==> src/rtl/qed_constraint_pkg.sv <==
// Shared encodings and types for the SQED instruction-stream constraint.
package qed_constraint_pkg;

  // RV32I major opcodes, plus the custom NOP opcode used while draining
  localparam logic [6:0] OP_LUI    = 7'b0110111;
  localparam logic [6:0] OP_AUIPC  = 7'b0010111;
  localparam logic [6:0] OP_JAL    = 7'b1101111;
  localparam logic [6:0] OP_JALR   = 7'b1100111;
  localparam logic [6:0] OP_BRANCH = 7'b1100011;
  localparam logic [6:0] OP_LOAD   = 7'b0000011;
  localparam logic [6:0] OP_STORE  = 7'b0100011;
  localparam logic [6:0] OP_IMM    = 7'b0010011;
  localparam logic [6:0] OP_REG    = 7'b0110011;
  localparam logic [6:0] OP_FENCE  = 7'b0001111;
  localparam logic [6:0] OP_SYSTEM = 7'b1110011;
  localparam logic [6:0] OP_NOP    = 7'b1111111;

  // funct3 values that carry extra funct7 rules
  localparam logic [2:0] F3_ADD_SUB = 3'b000;
  localparam logic [2:0] F3_SLL     = 3'b001;
  localparam logic [2:0] F3_SR      = 3'b101;
  localparam logic [2:0] F3_FENCE   = 3'b000;
  localparam logic [2:0] F3_JALR    = 3'b000;

  // funct7 values: base ops and the SUB/SRA/SRAI alternate
  localparam logic [6:0] F7_BASE = 7'b0000000;
  localparam logic [6:0] F7_ALT  = 7'b0100000;

  // The only SYSTEM words allowed through
  localparam logic [31:0] ECALL_WORD  = 32'h0000_0073;
  localparam logic [31:0] EBREAK_WORD = 32'h0010_0073;

  typedef enum logic [1:0] {
    RUN   = 2'd0,
    DRAIN = 2'd1,
    DONE  = 2'd2
  } qed_phase_e;

  // One-hot instruction class; all-zero means an unrecognised opcode
  typedef struct packed {
    logic r;
    logic i;
    logic ld;
    logic st;
    logic b;
    logic jal;
    logic jalr;
    logic lui;
    logic auipc;
    logic fence;
    logic sys;
    logic nop;
  } inst_class_t;

  // Register index is inside the window reserved for original instructions
  function automatic logic reg_ok(input logic [4:0] r, input int lim);
    return ({27'd0, r} < lim);
  endfunction

endpackage

==> src/rtl/qed_inst_decode.sv <==
// Combinational classifier and static (state-independent) legality check.
module qed_inst_decode
  import qed_constraint_pkg::*;
#(
  parameter int ORIG_REGS     = 16,
  parameter int MEM_ADDR_BITS = 6,
  parameter int ALLOW_SYSTEM  = 1
) (
  input  logic [31:0] instruction,
  output inst_class_t inst_class,
  output logic        static_legal
);

  logic [6:0]  opcode;
  logic [4:0]  rd;
  logic [4:0]  rs1;
  logic [4:0]  rs2;
  logic [2:0]  funct3;
  logic [6:0]  funct7;
  logic [11:0] imm_i;
  logic [11:0] imm_s;
  logic        ld_imm_ok;
  logic        st_imm_ok;

  assign opcode = instruction[6:0];
  assign rd     = instruction[11:7];
  assign funct3 = instruction[14:12];
  assign rs1    = instruction[19:15];
  assign rs2    = instruction[24:20];
  assign funct7 = instruction[31:25];
  assign imm_i  = instruction[31:20];
  assign imm_s  = {instruction[31:25], instruction[11:7]};

  // Memory offsets must stay inside the small window the QED memory model covers
  assign ld_imm_ok = ((imm_i >> MEM_ADDR_BITS) == 12'd0);
  assign st_imm_ok = ((imm_s >> MEM_ADDR_BITS) == 12'd0);

  // Pick the class from the opcode and apply that class's field rules
  always_comb begin
    inst_class   = '0;
    static_legal = 1'b0;
    case (opcode)
      OP_REG: begin
        inst_class.r = 1'b1;
        static_legal = reg_ok(rd, ORIG_REGS) && reg_ok(rs1, ORIG_REGS) &&
                       reg_ok(rs2, ORIG_REGS) &&
                       ((funct7 == F7_BASE) ||
                        ((funct7 == F7_ALT) && ((funct3 == F3_ADD_SUB) || (funct3 == F3_SR))));
      end
      OP_IMM: begin
        inst_class.i = 1'b1;
        static_legal = reg_ok(rd, ORIG_REGS) && reg_ok(rs1, ORIG_REGS);
        if (funct3 == F3_SLL) begin
          static_legal = static_legal && (funct7 == F7_BASE);
        end else if (funct3 == F3_SR) begin
          static_legal = static_legal && ((funct7 == F7_BASE) || (funct7 == F7_ALT));
        end
      end
      OP_LUI: begin
        inst_class.lui = 1'b1;
        static_legal   = reg_ok(rd, ORIG_REGS);
      end
      OP_FENCE: begin
        inst_class.fence = 1'b1;
        static_legal     = (funct3 == F3_FENCE) && reg_ok(rd, ORIG_REGS) && reg_ok(rs1, ORIG_REGS);
      end
      OP_LOAD: begin
        inst_class.ld = 1'b1;
        static_legal  = (rs1 == 5'd0) && ld_imm_ok && reg_ok(rd, ORIG_REGS) &&
                        (funct3 != 3'b011) && (funct3 != 3'b110) && (funct3 != 3'b111);
      end
      OP_STORE: begin
        inst_class.st = 1'b1;
        static_legal  = (rs1 == 5'd0) && st_imm_ok && reg_ok(rs2, ORIG_REGS) &&
                        (funct3 <= 3'b010);
      end
      OP_BRANCH: begin
        inst_class.b = 1'b1;
        static_legal = reg_ok(rs1, ORIG_REGS) && reg_ok(rs2, ORIG_REGS) &&
                       (funct3 != 3'b010) && (funct3 != 3'b011);
      end
      OP_JAL: begin
        inst_class.jal = 1'b1;
        static_legal   = (rd == 5'd0);
      end
      OP_JALR: begin
        inst_class.jalr = 1'b1;
        static_legal    = (rd == 5'd0) && reg_ok(rs1, ORIG_REGS) && (funct3 == F3_JALR);
      end
      OP_AUIPC: begin
        inst_class.auipc = 1'b1;
        static_legal     = (rd == 5'd0);
      end
      OP_SYSTEM: begin
        inst_class.sys = 1'b1;
        static_legal   = (ALLOW_SYSTEM != 0) &&
                         ((instruction == ECALL_WORD) || (instruction == EBREAK_WORD));
      end
      OP_NOP: begin
        inst_class.nop = 1'b1;
        static_legal   = 1'b1;
      end
      default: begin
        inst_class   = '0;
        static_legal = 1'b0;
      end
    endcase
  end

endmodule

==> src/rtl/qed_inst_stream_constraint.sv <==
// Phase FSM (RUN -> DRAIN -> DONE), issue/gap/drain counters and sticky violation
// flag that together decide whether the presented fetch word is legal this cycle.
module qed_inst_stream_constraint
  import qed_constraint_pkg::*;
#(
  parameter int ORIG_REGS     = 16,
  parameter int MEM_ADDR_BITS = 6,
  parameter int MAX_INSTS     = 16,
  parameter int DRAIN_CYCLES  = 8,
  parameter int MIN_CTRL_GAP  = 2,
  parameter int ALLOW_CTRL    = 1,
  parameter int ALLOW_SYSTEM  = 1,
  parameter int USE_ASSUME    = 1,
  localparam int ISSUE_W      = $clog2(MAX_INSTS + 1)
) (
  input  logic               clk,
  input  logic               rst,
  input  logic               instr_valid,
  input  logic               instr_ready,
  input  logic [31:0]        instruction,
  output logic               legal,
  output logic               in_drain,
  output logic               done,
  output logic [ISSUE_W-1:0] issue_cnt,
  output logic               violation
);

  // Counter widths never drop below one bit, even for degenerate parameters
  localparam int GAP_W   = (MIN_CTRL_GAP < 1) ? 1 : $clog2(MIN_CTRL_GAP + 1);
  localparam int DRAIN_W = (DRAIN_CYCLES < 2) ? 1 : $clog2(DRAIN_CYCLES);

  localparam logic [ISSUE_W-1:0] ISSUE_MAX  = ISSUE_W'(MAX_INSTS);
  localparam logic [ISSUE_W-1:0] ISSUE_LAST = ISSUE_W'(MAX_INSTS - 1);
  localparam logic [GAP_W-1:0]   GAP_INIT   = GAP_W'(MIN_CTRL_GAP);
  localparam logic [DRAIN_W-1:0] DRAIN_LAST = DRAIN_W'(DRAIN_CYCLES - 1);

  qed_phase_e         state;
  qed_phase_e         state_next;
  logic [ISSUE_W-1:0] issue_next;
  logic [GAP_W-1:0]   gap_cnt;
  logic [GAP_W-1:0]   gap_next;
  logic [DRAIN_W-1:0] drain_cnt;
  logic [DRAIN_W-1:0] drain_next;
  logic               violation_next;

  inst_class_t        inst_class;
  logic               static_legal;
  logic               class_known;
  logic               is_ctrl;
  logic               accept;

  qed_inst_decode #(
    .ORIG_REGS    (ORIG_REGS),
    .MEM_ADDR_BITS(MEM_ADDR_BITS),
    .ALLOW_SYSTEM (ALLOW_SYSTEM)
  ) u_decode (
    .instruction (instruction),
    .inst_class  (inst_class),
    .static_legal(static_legal)
  );

  assign class_known = |inst_class;
  assign is_ctrl     = inst_class.b | inst_class.jal | inst_class.jalr;
  assign accept      = instr_valid && instr_ready;
  assign in_drain    = (state == DRAIN);
  assign done        = (state == DONE);

  // Register phase, counters and violation flag; reset clears everything immediately
  always_ff @(posedge clk or posedge rst) begin
    if (rst) begin
      state     <= RUN;
      issue_cnt <= '0;
      gap_cnt   <= '0;
      drain_cnt <= '0;
      violation <= 1'b0;
    end else begin
      state     <= state_next;
      issue_cnt <= issue_next;
      gap_cnt   <= gap_next;
      drain_cnt <= drain_next;
      violation <= violation_next;
    end
  end

  // Dynamic legality: full decode rules in RUN, NOP-only once the sequence is closed
  always_comb begin
    legal = 1'b0;
    case (state)
      RUN: begin
        legal = class_known && static_legal &&
                (!is_ctrl || ((ALLOW_CTRL != 0) && (gap_cnt == '0)));
      end
      default: begin
        legal = inst_class.nop;
      end
    endcase
  end

  // Next-state and counter updates; an illegal accept only raises the sticky flag
  always_comb begin
    state_next     = state;
    issue_next     = issue_cnt;
    gap_next       = gap_cnt;
    drain_next     = drain_cnt;
    violation_next = violation;

    if (accept && !legal) begin
      violation_next = 1'b1;
    end

    case (state)
      RUN: begin
        if (accept && legal) begin
          if (!inst_class.nop) begin
            if (issue_cnt < ISSUE_MAX) begin
              issue_next = issue_cnt + 1'b1;
            end
            if (issue_cnt == ISSUE_LAST) begin
              state_next = DRAIN;
            end
          end
          // NOPs and ordinary insts both count toward the control spacing
          if (is_ctrl) begin
            gap_next = GAP_INIT;
          end else if (gap_cnt != '0) begin
            gap_next = gap_cnt - 1'b1;
          end
        end
      end
      DRAIN: begin
        if (drain_cnt == DRAIN_LAST) begin
          state_next = DONE;
          drain_next = '0;
        end else begin
          drain_next = drain_cnt + 1'b1;
        end
      end
      DONE: begin
        state_next = DONE;
      end
      default: begin
        state_next = RUN;
      end
    endcase
  end

  generate
    if (USE_ASSUME != 0) begin : g_assume
      // Constrain the free fetch input so the solver only explores legal words
      assume_legal: assume property (@(posedge clk) disable iff (rst) instr_valid |-> legal);
    end
  endgenerate

endmodule

==> config.mk <==
export PLATFORM = sky130hd
export DESIGN_NAME = qed_inst_stream_constraint
export DESIGN_NICKNAME = d
export VERILOG_FILES = /design/src/rtl/qed_constraint_pkg.sv /design/src/rtl/qed_inst_decode.sv /design/src/rtl/qed_inst_stream_constraint.sv
export SDC_FILE = /design/constraint.sdc
export NUM_CORES = 1
export LEC_CHECK = 0
export BUFFER_PORTS_ARGS = -buffer_cell sky130_fd_sc_hd__buf_4
export CORE_UTILIZATION = 25
export CTS_CLUSTER_DIAMETER = 100
export DETAILED_ROUTE_END_ITERATION = 6
export GPL_ROUTABILITY_DRIVEN = 1
export PLACE_DENSITY = 0.44
export SKIP_LAST_GASP = 1
export SLEW_MARGIN = 20
export SYNTH_ARGS = -nofsm -noshare
export SYNTH_HDL_FRONTEND = slang
export SYNTH_SLANG_ARGS = --single-unit
==> constraint.sdc <==
create_clock -name clk -period 2.85 [get_ports clk]
set_clock_uncertainty 0.2 [all_clocks]
set_input_delay 0.1425 -clock clk [delete_from_list [all_inputs] [get_ports clk]]
set_output_delay 0.1425 -clock clk [all_outputs]
set_load 0.02 [all_outputs]
# Yosys cells after proc, flatten, opt, wreduce, memory -nomap -nowiden

Cells that the tools add are included.

Register bits after elaboration: 13
Input bits: 36
Output and inout bits: 9
Word-level logic and storage cells: 115

$add $sub $neg: 3
$lt $le $gt $ge: 5
Equal/unequal tests: 29
Mux-type cells: 24
Bitwise gates (word level): 3
Reduce and logical (&&, ||, !) cells: 46

Operators with widths:

| cell                                                   | count |
|---|---|
| equality test 7 bit (second input constant)            | 5 |
| equality test 32 x 21 -> 1 bit (second input constant) | 1 |
| equality test 32 x 7 -> 1 bit (second input constant)  | 1 |
| equality test 7 x 6 -> 1 bit (second input constant)   | 4 |
| logical AND 1 bit                                      | 25 |
| less-than comparator 5 bit (second input constant)     | 4 |
| 2-to-1 mux 1 bit                                       | 15 |
| equality test 7 x 5 -> 1 bit (second input constant)   | 2 |
| zero test 12 bit                                       | 1 |
| 2-to-1 mux 2 bit                                       | 6 |
| OR reduction 12 bit                                    | 1 |
| case mux 1 bit (11 select lines)                       | 1 |
| zero test 5 bit                                        | 2 |
| AND reduction 4 bit                                    | 2 |
| equality test 7 x 2 -> 1 bit (second input constant)   | 1 |
| equality test 7 x 4 -> 1 bit (second input constant)   | 1 |
| zero test 7 bit                                        | 1 |
| equality test 3 bit (second input constant)            | 2 |
| inequality test 2 bit (second input constant)          | 3 |
| inequality test 3 x 2 -> 1 bit (second input constant) | 2 |
| inequality test 3 bit (second input constant)          | 2 |
| case mux 2 bit (3 select lines)                        | 1 |
| adder 5 x 1 -> 5 bit (second input constant)           | 1 |
| equality test 5 x 4 -> 1 bit (second input constant)   | 1 |
| other kinds (17)                                       | 25 |

# Logic depth before layout (Yosys ltp)

Gate-level depths: netlist (run 1).

Depth after elaboration: 13
Depth in mapped cells: 8

# By module

From an unflattened synthesis (run 1), not the netlist that was laid out.

Cells, all modules: 137
Area, all modules: 1263.7 sq um

Modules (own cells, without submodules):

| module                     | times used | cells each | area each (sq um) | seq. area each (sq um) |
|---|---|---|---|---|
| qed_inst_stream_constraint | 1          | 72         | 864.6             | 325.3 |
| qed_inst_decode            | 1          | 65         | 399.1             | 0.0 |

# Worst setup path before layout (run 1)

Ideal clock, no wire load.

Path kind: in2reg
Start point: in instruction[26]
End point: reg state[0]
Arrival: 2.004 ns
Data required time: 2.523 ns
Slack: 0.519 ns
Cell stages on the path: 7
Cells stage by stage: or4_4 nor4_4 a21oi_1 nor3b_2 o41ai_4 o31a_1 mux2_1

Cells in the longest elaborated chain, start to end: 13

Ends and longest elaborated chain:

| item                                                                 | RTL line                          | text |
|---|---|---|
| from (decl)                                                          | qed_inst_stream_constraint.sv:20  | `input logic [31:0] instruction,` |
| branches (longest 6 deep; another with equality test 7 x 6 -> 1 bit) | -                                 |  |
| case mux 1 bit (11 select lines) *                                   | qed_inst_decode.sv:42             | `case (opcode)` |
| logical AND 1 bit * (2 in a row)                                     | qed_inst_stream_constraint.sv:90  | `legal = class_known && static_legal &&` |
| 2-to-1 mux 1 bit *                                                   | qed_inst_stream_constraint.sv:88  | `case (state)` |
| logical AND 1 bit *                                                  | qed_inst_stream_constraint.sv:113 | `if (accept && legal) begin` |
| inequality test 2 bit (no source line) *                             | -                                 |  |
| AND reduction 4 bit (no source line) *                               | -                                 |  |
| to (signal assigned)                                                 | qed_inst_stream_constraint.sv:77  | `state <= state_next;` |
| to (decl)                                                            | qed_inst_stream_constraint.sv:37  | `qed_phase_e state;` |

Mark *: on every way between the ends.
A chain may end at the register's enable or synchronous reset.

# Worst setup path in the final report (run 1)

Start point: reg state[0]
End point: reg issue_cnt[1]

Cells in the longest elaborated chain, start to end: 4

Ends and longest elaborated chain:

| item                                   | RTL line                                                            | text |
|---|---|---|
| zero test 2 bit *                      | qed_inst_stream_constraint.sv:88, qed_inst_stream_constraint.sv:111 |  |
| 2-to-1 mux 1 bit                       | qed_inst_stream_constraint.sv:88                                    |  |
| logical AND 1 bit                      | qed_inst_stream_constraint.sv:113                                   |  |
| AND reduction 4 bit (no source line) * | -                                                                   |  |
| to (signal assigned)                   | qed_inst_stream_constraint.sv:78                                    | `issue_cnt <= issue_next;` |
| to (decl)                              | qed_inst_stream_constraint.sv:24                                    | `output logic [ISSUE_W-1:0] issue_cnt,` |

Mark *: on every way between the ends. The rest lies on a longest branch, timed or not.

==> impl_metrics.json, run 1 <==
{
  "ant_nets": 0,
  "dr.pass1.iters": 4,
  "cp_cell_sequence": "inv_1, ha_1, nand3_1, a2111oi_4, o41ai_4, nor3_1, mux2_2",
  "pin_count": 45,
  "slowest_stage": "a2111oi_4",
  "wirelength_um": 2840,
  "synth-seq-cells": 13,
  "arrival_ns": 2.39,
  "netlist_area_um2": 1120,
  "worst_ir_drop_vdd_v": 0.000194,
  "dieArea_um2": 4770,
  "muxShareOfSynthArea": 0.0679,
  "relSlewSlack": 0.627,
  "start_util": 0.260,
  "grt_pass1_wl_um": 5030,
  "nFillCells": 452,
  "synth-xor-area-share": 0.0390,
  "via_per_inst": 5.15,
  "area_growth_pct": 37.3,
  "worst-slew-pin-transition_ns": 0.555,
  "synth_edf_count": 0,
  "final_cell_area_um2": 1540,
  "synthSimpleGateAreaFrac": 0.277,
  "die_h_um": 69.0,
  "gp_congestion": 0.760,
  "period_share": 0.861,
  "grt_pass1_vias": 1111,
  "p_leak_nw": 0.720,
  "cp_max_fo": 9,
  "cts_root_buffer": "clkbuf_8",
  "yosysWarnings": 0,
  "syn_area_per_cell_um2": 9.69,
  "clock_latency_ns": 0.24,
  "clk_pin_slew_ns": 0.06,
  "cp-start-kind": "flop",
  "vias": 1097,
  "cts_tree": "yes",
  "core-area_um2": 4320,
  "slew_viol_final": 0,
  "cts_hold_buf": 1,
  "cp_num_buf_inv": 1,
  "hold_class": "in2reg",
  "drv_cap": 0,
  "wire_per_inst_um": 13.3,
  "cp_top_family": "compound AO/OA/AOI/OAI gates",
  "synth_cells": 116,
  "grt_max_degree": 14,
  "postPlaceCellArea_um2": 1490,
  "drc_errors": 0,
  "clockBufferDepth": 2,
  "rsz0062_at_grt": "false",
  "cp.required_ns": 2.78,
  "antenna_found_initial": 0,
  "synth_compound_area_frac": 0.175,
  "fin_util": 0.357,
  "synth_cell_types": 44,
  "synth_top_family_by_area": "simple AND/OR/NAND/NOR gates",
  "end_kind": "flop",
  "clock-sinks": 13,
  "maxClockFrequency_mhz": 407,
  "drive_above_1_share": 0.354,
  "synth-main-ff-cell": "dfrtp_1",
  "port_buffers": 43,
  "synth_fa_ha_area_frac": 0.100,
  "critPathKind": "reg2reg",
  "setup_viol": 0,
  "max_stage_delay_ns": 0.40,
  "syn_nets": 161,
  "nNetsFinal": 207,
  "numCtsBuffers": 3,
  "postCtsSetupBuffers": 0,
  "overflow": 0,
  "post_cts_resized": 0,
  "fin_setup_tns_ns": 0,
  "die_w_um": 69.0,
  "finalWorstPathRequiredPeriod_ns": 2.46,
  "cts.htree.levels": 1,
  "antenna_cells_inserted": 0,
  "drtIter0Drc": 41,
  "rows": 24,
  "run_status": "finished, final reports clean",
  "place_hpwl_um": 2340,
  "cellPowerDensity_nw_per_um2": 284,
  "synth.yosys.seq_area_share": 0.290,
  "grtUsageTotal": 0.127,
  "hold_viol": 0,
  "postSynth.asyncResetShare": 1.00
}
[flip-flops by register name, summed over array words and instances, names as in the netlist]
signal / flops
gap_cnt: 2
drain_cnt: 3
violation: 1
state: 2
issue_cnt: 5
[per-stage QoR]
stage / hold WS (ns) / power (mW) / setup WS, ns / std cells
after floorplan: -0.181 / 0.226 / 0.519 / 116
after global placement: 0.0142 / 0.274 / 0.242 / 208
after detailed placement: 0.00553 / 0.275 / 0.219 / 208
after CTS: 0.0641 / 0.440 / 0.371 / 213
after global routing: 0.0916 / 0.460 / 0.208 / 213
final: 0.0654 / 0.438 / 0.395 / 213
[path summary, 6_finish.rpt]
| path | endpoint | cells past startpoint | from | slack, ns |
|---|---|---|---|---|
| min in group asynchronous | issue_cnt[4] | 3 | rst | 0.28 |
| setup reg to reg | issue_cnt[1] | 7 | state[0] | 0.39 |
| hold reg to reg | violation | 1 | violation | 0.28 |
| setup / recovery | issue_cnt[1] | 7 | state[0] | 0.39 |
| hold / removal | violation | 3 | instr_ready | 0.07 |
| max in group asynchronous | state[0] | 3 | rst | 1.84 |
[synthesized netlist by cell type (2+ instances only)]
cell type	n	area, µm²
mux2i_1	2	20.0
inv_1	9	33.8
mux2_2	3	33.8
ha_1	9	113
and3_1	2	12.5
mux2_1	2	22.5
nor2b_1	2	12.5
nand2_1	5	18.8
nor2_1	3	11.3
or4_1	4	30.0
xor2_1	5	43.8
nor3_1	5	25.0
nor4_1	8	50.1
dfrtp_1	13	325
nand3_1	5	25.0
o21ai_0	4	20.0
a21oi_1	6	30.0
o21bai_1	2	15.0
nand2b_1	2	12.5
[routing by layer]
metal / GRT usage / vias up / routed length (µm)
li1: - / 530 / -
met1: 0.159 / 511 / 1230
met2: 0.217 / 52 / 1360
met3: 0.0307 / 4 / 239
met4: 0.0317 / 0 / 12
met5: 0 / - / 0
[placed cells by master (no fill, tap or decap), types with 4 or more instances in the layout]
cell type,instances
nor4_1,8
inv_1,9
o21ai_0,4
nand2_1,5
or4_1,4
buf_4,43
a21oi_1,6
nand3_1,5
nor3_1,5
ha_1,9
xor2_1,5
dfrtp_1,13
[final cells by class]
type	instances	area [µm²]	share of cell area
Sequential cell	13	325	0.211
Timing Repair Buffer	44	333	0.216
Inverter	9	33.8	0.0219
Multi-Input combinational cell	91	741	0.480
Clock buffer	4	45.0	0.0292
Tap cell	52	65.1	0.0422
[report_power, final]
| part | switching (mW) | internal (mW) |
|---|---|---|
| registers | 0.000436 | 0.185 |
| clock network | 0.0674 | 0.0988 |
| logic | 0.0407 | 0.0454 |
[kinds of logic (layout without fill, tap and decap cells)]
kind of cell,Yosys count,in the layout
and+or+nand+nor,47,47
xor gates and xnor gates,5,5
muxes,7,7
adders and majority gates,9,9
buffers and inverters,12,57
AOI/OAI and AO/OA,23,23
DFF,13,13
[worst reg2reg max path, cell delays in order, from the launching register on]
cell	delay (ns)
dfrtp_1	0.39
inv_1	0.11
ha_1	0.22
nand3_1	0.14
a2111oi_4	0.40
o41ai_4	0.20
nor3_1	0.31
mux2_2	0.38
Note: power is estimated with default switching activity, not from simulation.
==> run 2, diff against run 1 <==
--- a/config.mk
+++ b/config.mk
@@ -10,7 +10,7 @@
 export CTS_CLUSTER_DIAMETER = 100
 export DETAILED_ROUTE_END_ITERATION = 6
 export GPL_ROUTABILITY_DRIVEN = 1
-export PLACE_DENSITY = 0.44
+export PLACE_DENSITY = 0.45
 export SKIP_LAST_GASP = 1
 export SLEW_MARGIN = 20
 export SYNTH_ARGS = -nofsm -noshare
==> constraint.sdc (replaced) <==
create_clock -name clk -period 1.98 [get_ports clk]
set_clock_uncertainty 0.2 [all_clocks]
set_input_delay 0.099 -clock clk [delete_from_list [all_inputs] [get_ports clk]]
set_output_delay 0.099 -clock clk [all_outputs]
set_load 0.02 [all_outputs]
==> run 2 against run 1 <==
Effect of this change: the flow now finishes with violations (negative setup slack); wire length increased by 12%; sequential power increased by 44%; first-iteration DRC count decreased by 17%; cell area increased by 25%; count of clock-buffer cells in the layout unchanged; largest power group unchanged; highest routed layer unchanged.
==> impl_metrics.json, run 2 (synthesis results as in run 1) <==
{
  "period_share": 1.11,
  "rows": 24,
  "cts_tree": "yes",
  "cts.htree.levels": 1,
  "fin_setup_tns_ns": -0.935,
  "wirelength_um": 3170,
  "violations": "negative setup slack",
  "port_buffers": 43,
  "largest_register_ff_count": 5,
  "top_regs": "issue_cnt (5), drain_cnt (3)",
  "fin_ws_ns": -0.209,
  "ff2ff_path_depth": 7,
  "grt_max_degree": 14,
  "die_h_um": 69.0,
  "drtIter0Drc": 34,
  "cellPowerDensity_nw_per_um2": 347,
  "finalWorstPathRequiredPeriod_ns": 2.19,
  "cp_num_cells": 8,
  "cp_num_buf_inv": 1,
  "ant_nets": 0,
  "pin_count": 45,
  "hold_class": "in2reg",
  "clock_latency_ns": 0.24,
  "area_growth_pct": 71.4,
  "gp_congestion": 0.800,
  "hold_depth": 3,
  "vias": 1203,
  "drv_cap": 0,
  "holdCritStartpoint": "instr_ready",
  "worst-slew-pin-transition_ns": 0.516,
  "rsz0062_at_grt": "true",
  "cp_max_fo": 6,
  "overflow": 0,
  "drc_errors": 0,
  "r2r_start": "state[0]",
  "nNetsFinal": 241,
  "dp_cells": 241,
  "die_w_um": 69.0,
  "grt_pass1_vias": 1268,
  "antenna_found_initial": 0,
  "cp.required_ns": 1.90,
  "cp_top_family": "simple AND/OR/NAND/NOR gates",
  "antenna_cells_inserted": 0,
  "start_util": 0.260,
  "max_stage_delay_ns": 0.53,
  "clock-sinks": 13,
  "fin_cells": 247,
  "critPathKind": "in2reg",
  "via_per_inst": 4.87,
  "p_leak_nw": 0.928,
  "slowest_stage": "or4_4",
  "setup_viol": 9,
  "crit_start": "instruction[28]",
  "slew_viol_final": 0,
  "place_hpwl_um": 2600,
  "cp-start-kind": "input pin",
  "reg2reg_to": "state[1]",
  "grtUsageTotal": 0.138,
  "largest-register": "issue_cnt",
  "clk_pin_slew_ns": 0.05,
  "wire_per_inst_um": 12.8,
  "maxClockFrequency_mhz": 457,
  "drive_above_1_share": 0.544,
  "grt_pass1_wl_um": 5460,
  "crit_path_end": "state[1]",
  "layout_commonest_cell": "buf_4",
  "worst_ir_drop_vdd_v": 0.000357,
  "layout_common_cells": "buf_4 (76), dfrtp_1 (13), inv_1 (8), ha_1 (8)",
  "hold_viol": 0,
  "numCtsBuffers": 3,
  "run_status": "complete, but fails checks",
  "core-area_um2": 4320,
  "relSlewSlack": 0.656,
  "dieArea_um2": 4770,
  "dr.pass1.iters": 4,
  "arrival_ns": 2.11,
  "end_kind": "flop",
  "clockBufferDepth": 2,
  "cp_cell_sequence": "buf_4, or4_4, nor4_4, a21oi_2, nor3b_2, o41ai_4, o31a_1, mux2_1",
  "cts_root_buffer": "clkbuf_8",
  "reg2reg_slack_ns": -0.18
}
[run 2: routing by layer]
| metal | GRT usage | wire [µm] |
|---|---|---|
| met1 | 0.156 | 1280 |
| met2 | 0.255 | 1630 |
| met3 | 0.0322 | 225 |
| met4 | 0.0408 | 36 |
| met5 | 0 | 0 |
[run 2: worst min-delay path: stages]
cell and delay [ns]:
buf_4 0.08, nand2_1 0.14, o21bai_1 0.17
[run 2: what timing repair did]
action                                  4_1_cts  5_1_grt
hold buffers                                  1        0
gates resized for setup                      18        4
hold endpoints to repair                     13        0
setup buffers                                 1        0
pin swaps                                    11        4
endpoints found under the setup margin       10       11
[run 2: worst min path at each step]
| stage | to | slack (ns) |
|---|---|---|
| floorplan | drain_cnt[0] | -0.22 |
| global placement | violation | -0.04 |
| detailed placement | drain_cnt[0] | -0.04 |
| CTS | violation | 0.07 |
| global route | violation | 0.11 |
| finish | violation | 0.08 |
[run 2: layout make-up]
cell class,count,area (µm²)
clock buffer,4,45.0
fill,426,2400
inverter,9,33.8
multi-input combinational,91,865
sequential,13,325
tap,52,65.1
timing repair buffer,78,592
[run 2: metrics by stage]
step	setup WS [ns]	hold slack [ns]	cell area, µm²	power (mW)	utilization
finish	-0.209	0.0846	1930	0.668	0.445
CTS	-0.213	0.0742	1910	0.678	0.442
global route	-0.305	0.114	1930	0.700	0.445
floorplan	-0.268	-0.224	1130	0.325	-
detailed placement	-0.557	-0.0351	1740	0.427	0.402
global placement	-0.473	-0.0378	1740	0.425	0.402
[run 2: report_power, final]
group	internal, mW	switching [mW]	leakage (nW)
registers	0.267	0.000592	0.166
clock network	0.142	0.0909	0.0228
logic	0.0953	0.0723	0.740
total	0.504	0.164	0.928
